[src/rtl/mem_stage.sv]
// RV64I memory-access stage: forwards ALU results to write-back, or runs a req/ack
// data-memory transaction for loads and stores while holding the upstream pipeline.
module mem_stage #(
  parameter int ADDR_WIDTH = 32
) (
  input  logic                  CLK,
  input  logic                  RST,
  input  logic [63:0]           res_i,
  input  logic                  alu_write_back_en_i,
  input  logic [4:0]            rd_i,
  input  logic                  load_flag_i,
  input  logic                  mem_en_i,
  input  logic [2:0]            funct3_i,
  input  logic [63:0]           store_data_i,
  output logic                  mem_req,
  output logic                  mem_we,
  output logic [ADDR_WIDTH-1:0] mem_addr,
  output logic [63:0]           mem_wdata,
  output logic [7:0]            mem_wstrb,
  input  logic                  mem_ack,
  input  logic [63:0]           mem_rdata,
  output logic                  wb_en,
  output logic [4:0]            wb_rd,
  output logic [63:0]           wb_data,
  output logic                  stall_o,
  output logic                  misalign_o
);

  typedef enum logic {IDLE, BUSY} state_t;

  state_t      state;
  state_t      state_next;

  logic        op_load;
  logic [4:0]  op_rd;
  logic [2:0]  op_funct3;
  logic [2:0]  op_off;

  logic [2:0]  off;
  logic        legal;
  logic        aligned;
  logic        accept;
  logic        reject;
  logic [7:0]  strb_base;
  logic [63:0] rdata_shifted;
  logic [63:0] load_value;

  assign off = res_i[2:0];

  always_ff @(posedge CLK or posedge RST) begin
    if (RST) state <= IDLE;
    else     state <= state_next;
  end

  // Illegal size encodings are folded into the misaligned path.
  always_comb begin
    legal      = load_flag_i ? (funct3_i != 3'b111) : !funct3_i[2];
    aligned    = 1'b1;
    strb_base  = 8'h01;
    case (funct3_i[1:0])
      2'b00:   begin aligned = 1'b1;           strb_base = 8'h01; end
      2'b01:   begin aligned = !off[0];        strb_base = 8'h03; end
      2'b10:   begin aligned = (off[1:0] == 2'b00); strb_base = 8'h0F; end
      default: begin aligned = (off == 3'b000); strb_base = 8'hFF; end
    endcase
    accept     = (state == IDLE) && mem_en_i && legal && aligned;
    reject     = (state == IDLE) && mem_en_i && !(legal && aligned);
    stall_o    = ((state == IDLE) && mem_en_i) || (state == BUSY);
    state_next = state;
    case (state)
      IDLE:    if (accept)  state_next = BUSY;
      default: if (mem_ack) state_next = IDLE;
    endcase
  end

  always_comb begin
    rdata_shifted = mem_rdata >> {op_off, 3'b000};
    case (op_funct3)
      3'b000:  load_value = {{56{rdata_shifted[7]}},  rdata_shifted[7:0]};
      3'b001:  load_value = {{48{rdata_shifted[15]}}, rdata_shifted[15:0]};
      3'b010:  load_value = {{32{rdata_shifted[31]}}, rdata_shifted[31:0]};
      3'b100:  load_value = {56'b0, rdata_shifted[7:0]};
      3'b101:  load_value = {48'b0, rdata_shifted[15:0]};
      3'b110:  load_value = {32'b0, rdata_shifted[31:0]};
      default: load_value = rdata_shifted;
    endcase
  end

  // Bus outputs stay frozen throughout BUSY; only the ack edge changes them.
  always_ff @(posedge CLK or posedge RST) begin
    if (RST) begin
      mem_req    <= 1'b0;
      mem_we     <= 1'b0;
      mem_addr   <= '0;
      mem_wdata  <= '0;
      mem_wstrb  <= '0;
      wb_en      <= 1'b0;
      wb_rd      <= '0;
      wb_data    <= '0;
      misalign_o <= 1'b0;
      op_load    <= 1'b0;
      op_rd      <= '0;
      op_funct3  <= '0;
      op_off     <= '0;
    end else begin
      wb_en      <= 1'b0;
      misalign_o <= 1'b0;
      if (state == IDLE) begin
        if (!mem_en_i) begin
          wb_en   <= alu_write_back_en_i && (rd_i != 5'd0);
          wb_rd   <= rd_i;
          wb_data <= res_i;
        end else if (accept) begin
          op_load   <= load_flag_i;
          op_rd     <= rd_i;
          op_funct3 <= funct3_i;
          op_off    <= off;
          mem_req   <= 1'b1;
          mem_we    <= !load_flag_i;
          mem_addr  <= {res_i[ADDR_WIDTH-1:3], 3'b000};
          mem_wstrb <= load_flag_i ? 8'h00 : (strb_base << off);
          mem_wdata <= load_flag_i ? 64'd0 : (store_data_i << {off, 3'b000});
        end else if (reject) begin
          misalign_o <= 1'b1;
        end
      end else if (mem_ack) begin
        mem_req   <= 1'b0;
        mem_we    <= 1'b0;
        mem_wstrb <= 8'h00;
        if (op_load) begin
          wb_en   <= (op_rd != 5'd0);
          wb_rd   <= op_rd;
          wb_data <= load_value;
        end
      end
    end
  end

endmodule

[config.mk]
export PLATFORM = sky130hd
export DESIGN_NAME = mem_stage
export DESIGN_NICKNAME = d
export VERILOG_FILES = /design/src/rtl/mem_stage.sv
export SDC_FILE = /design/constraint.sdc
export NUM_CORES = 1
export LEC_CHECK = 0
export ABC_AREA = 1
export CORE_MARGIN = 8
export CORE_UTILIZATION = 43
export DETAILED_ROUTE_END_ITERATION = 8
export HOLD_SLACK_MARGIN = 0.02
export MAX_ROUTING_LAYER = met4
export PLACE_DENSITY_LB_ADDON = 0.3
export RECOVER_POWER = 50
export SYNTH_ARGS = -nofsm -noshare
export SYNTH_HDL_FRONTEND = slang
export SYNTH_SLANG_ARGS = --single-unit
export TNS_END_PERCENT = 30
[constraint.sdc]
create_clock -name CLK -period 6.3 [get_ports CLK]
set_clock_uncertainty 0.2 [all_clocks]
set_input_delay 1.26 -clock CLK [delete_from_list [all_inputs] [get_ports CLK]]
set_output_delay 1.26 -clock CLK [all_outputs]
set_load 0.01 [all_outputs]
==> Implementation_results.wiki <==
{| class="wikitable"
! Metric !! Value
|-
| Post-route setup slack || 2.06 ns
|-
| Arrival time at the worst endpoint || 4.41 ns
|-
| Final Critical Period || 4.24 ns
|-
| DP HPWL || 35,500 um
|-
| Startpoint of the lowest-slack register-to-register path || op_off[2]
|-
| Final routed DRC violation total || 0
|-
| Sequential cell area fraction in the yosys report || about two fifths
|-
| Mean instance size in the synthesized netlist || roughly 6.6 um^2
|-
| Number of standard cells in the final layout excluding fillers || around 2.5k
|-
| Worst VDD drop || 0.000263 V
|-
| WP buf/inv || 2
|-
| Initial Util || 43.3%
|-
| Gp weighted congestion || 0.965
|-
| Number of maximum-capacitance constraint violations || 0
|-
| Worst R2R End || wb_data[47]
|-
| H-tree Lvls || 4
|-
| Cell chain of the critical path || clkdlybuf4s50_1, clkinv_1, nand2_2, o31ai_4, nand2_8, nor2_2, nand2_1, nand2_1
|-
| Final-layout worst hold slack || 0.271 ns
|-
| Worst stage delay on the critical path || ~0.87 ns
|-
| Setup repair after global routing missed its margin || no
|-
| Flop-to-flop setup slack || 2.82 ns
|-
| Global-route track usage on met1 || 36.7%
|-
| Total negative slack for setup checks || 0 ns
|-
| Highest clock rate || around 240 MHz
|-
| Final standard cell utilization of the core || between 50% and 60%
|-
| Pre-antenna DRT Iters || 6
|-
| Width of the die || 183 um
|-
| Met3 track demand over resource in global routing || under 10%
|-
| DR WL/cell || 19.6 um
|-
| Number of endpoints failing setup at the final stage || 0
|-
| Global route hottest layer || met2
|-
| Netlist area before placement || 11,900 um^2
|-
| Maximum number of pins on one net before global-route repair || 186
|-
| Number of CTS-inserted buffers || 17
|-
| Synth warn || 0
|-
| Fraction of final layout cells with drive strength greater than 1 || 4.89%
|-
| Layout overhead on the synthesized area || 36.5%
|-
| Unique masters post-synth || 36
|-
| Insertion delay of the later-clocked pin in the worst-skew pair || 0.44 ns
|-
| Worst path depth || 8
|-
| Cell family with the largest share of critical-path delay || simple AND/OR/NAND/NOR gates
|-
| Post-CTS Resized || 0
|-
| Starting DRC count in detailed routing || 1,356
|-
| Global route total overflow || 0
|-
| Transition at the pin with the smallest max-transition slack || around 1.3 ns
|-
| Worst Setup SP || res_i[2]
|-
| Area of the die || 33,300 um^2
|-
| Area inside the core boundary || 27,600 um^2
|-
| Hold Crit Depth || 2
|-
| Post-CTS repair timing setup buffer count || 0
|-
| Clock root buffer || clkbuf_16
|-
| Final clock period utilization by the worst path || 67.3%
|-
| Initial antenna violation count || 7
|-
| Type of origin of the critical path || primary input
|-
| Via count of the first global-routing pass || 12.8k
|-
| FP Rows || 61
|-
| Crit Path Max Fanout || ~190
|-
| Syn Inst Count || 1,812
|-
| Kind of critical path || in -> reg
|-
| Dpl ws || about 1.7 ns
|-
| Number of pins exceeding their max-slew limit in the final report || 0
|-
| Bufs on Longest Clock Path || 2
|-
| Post-synthesis sequential element count || 187
|-
| Number of clock sinks || 187
|-
| Leak Pwr || 0.00783 uW
|-
| Total global routing track utilization || just under 30%
|-
| Pwr Density || 296 nW/um^2
|-
| Buffers on Ports || 380
|-
| Wire length of the first global-routing pass || 74,700 um
|-
| Critical path endpoint category || flop
|-
| CP required || 6.47 ns
|-
| Worst max-slew margin expressed relative to the limit || 14.0%
|-
| Ratio of routed vias to standard cells || around 5.3
|-
| Remaining antenna violation count || 0
|-
| Number of top-level pins || 384
|-
| Path category of the worst min-delay check || reg -> reg
|-
| CTS tree || done
|-
| Clock transition at path regs || ~0.07 ns
|-
| Result of the run || completed
|-
| Die Ht || 183 um
|-
| Placed cell count || 2,452
|-
| Last element of the critical path || mem_wstrb[1]
|-
| Number of cells on the worst reg-to-reg path || 9
|-
| Nets@finish || 2,299
|-
| Number of hold-slack violations in the final timing report || 0
|-
| Cell mode on critical path || nand2_1
|-
| Slowest cell on the critical path || clkdlybuf4s50_1
|-
| Met2 global-route usage || between 40% and 50%
|-
| Vias post-DR || 13.3k
|-
| Post-CTS Hold Fix Bufs || 0
|-
| Total detailed-routing wirelength || 48,700 um
|}
-- how the worst min path moves through the flow --
stage,from,end,slack (ns)
finish,mem_addr[5],mem_addr[5],0.27
global route,wb_data[6],wb_data[6],0.29
CTS,mem_addr[5],mem_addr[5],0.28
detailed placement,wb_data[6],wb_data[6],0.26
global placement,mem_addr[5],mem_addr[5],0.26
floorplan,op_load,op_load,0.26
-- synthesized netlist by cell type (all sizes together) --
master  number  area, um^2
nor2       136         529
o21ai      226        1270
clkbuf      69         260
dfrtp      187        4680
a31oi        5        31.3
nor3b        1        7.51
nand4       32         200
nor3         3        15.0
o31ai        1        21.3
or2          2        12.5
nand3      146         741
o311ai       1        8.76
and2         4        25.0
conb         1        3.75
a22o         1        8.76
nor4         1        6.26
o22ai       13        81.3
buf         66         402
o211ai      18         135
a21oi       83         419
nand2      693        2610
inv        118         443
clkinv       5        18.8
-- per-stage QoR --
| step | power, uW | area [um^2] |
|---|---|---|
| 2_1_floorplan | 2760 | 11900 |
| 3_3_place_gp | 3740 | 15700 |
| 3_5_place_dp | 3770 | 15700 |
| 4_1_cts | 4890 | 16300 |
| 5_1_grt | 5110 | 16300 |
| 6_report | 4820 | 16300 |
-- registers in the layout, summed over array words and instances (netlist names) --
signal,cells
state,1
op_rd,5
wb_en,1
op_off,3
wb_data,64
mem_we,1
op_funct3,3
misalign_o,1
wb_rd,5
mem_addr,29
op_load,1
mem_wdata,64
mem_wstrb,8
mem_req,1
-- per-layer routing --
| layer | share of wire [%] | vias to the layer above |
|---|---|---|
| met5 | 0 | - |
| met4 | 4.3 | 0 |
| met3 | 7.7 | 92 |
| met1 | 41 | 6110 |
| li1 | - | 6417 |
| met2 | 47 | 651 |
-- logic make-up (layout without fill, tap and decap cells) --
group,after synthesis,in the layout,synth area share [%]
buffers and inverters,258,549,9.41
AOI/OAI and AO/OA,348,348,16.6
DFF,187,187,39.2
and+or+nand+nor,1018,1018,34.8
other,1,10,0.0314
-- cell type report --
cell class                 instances  area [um^2]
fill                            2625        11300
multi-input combinational       1369         6150
sequential                       187         4680
timing repair buffer             395         3920
tap                              378          473
inverter                         123          465
clock buffer                      20          447
clock inverter                    11          136
antenna                            7         17.5
-- worst register-to-register path: stages (launching register included) --
cell      delay, ns
dfrtp_1        0.35
clkinv_1       0.69
nand3_1        0.87
inv_1          0.53
nand3_1        0.21
nand2_1        0.06
inv_1          0.08
nand4_1        0.19
nand2_1        0.15
nand2_1        0.06
-- layout by cell type (no fill, tap or decap), drive strengths merged, types with 20 or more instances in the layout --
cell type / n
a21oi: 83
clkbuf: 20
clkdlybuf4s50: 294
dfrtp: 187
dlygate4sd3: 84
inv: 123
nand2: 693
nand3: 146
nand4: 32
nor2: 136
o21ai: 226
-- report_power, final --
group          switching (uW)  internal (uW)  leakage, uW
clock                     509            603     0.000284
sequential                172           1460      0.00237
combinational            1220            849      0.00517
Power figures use the tool's default switching activity.
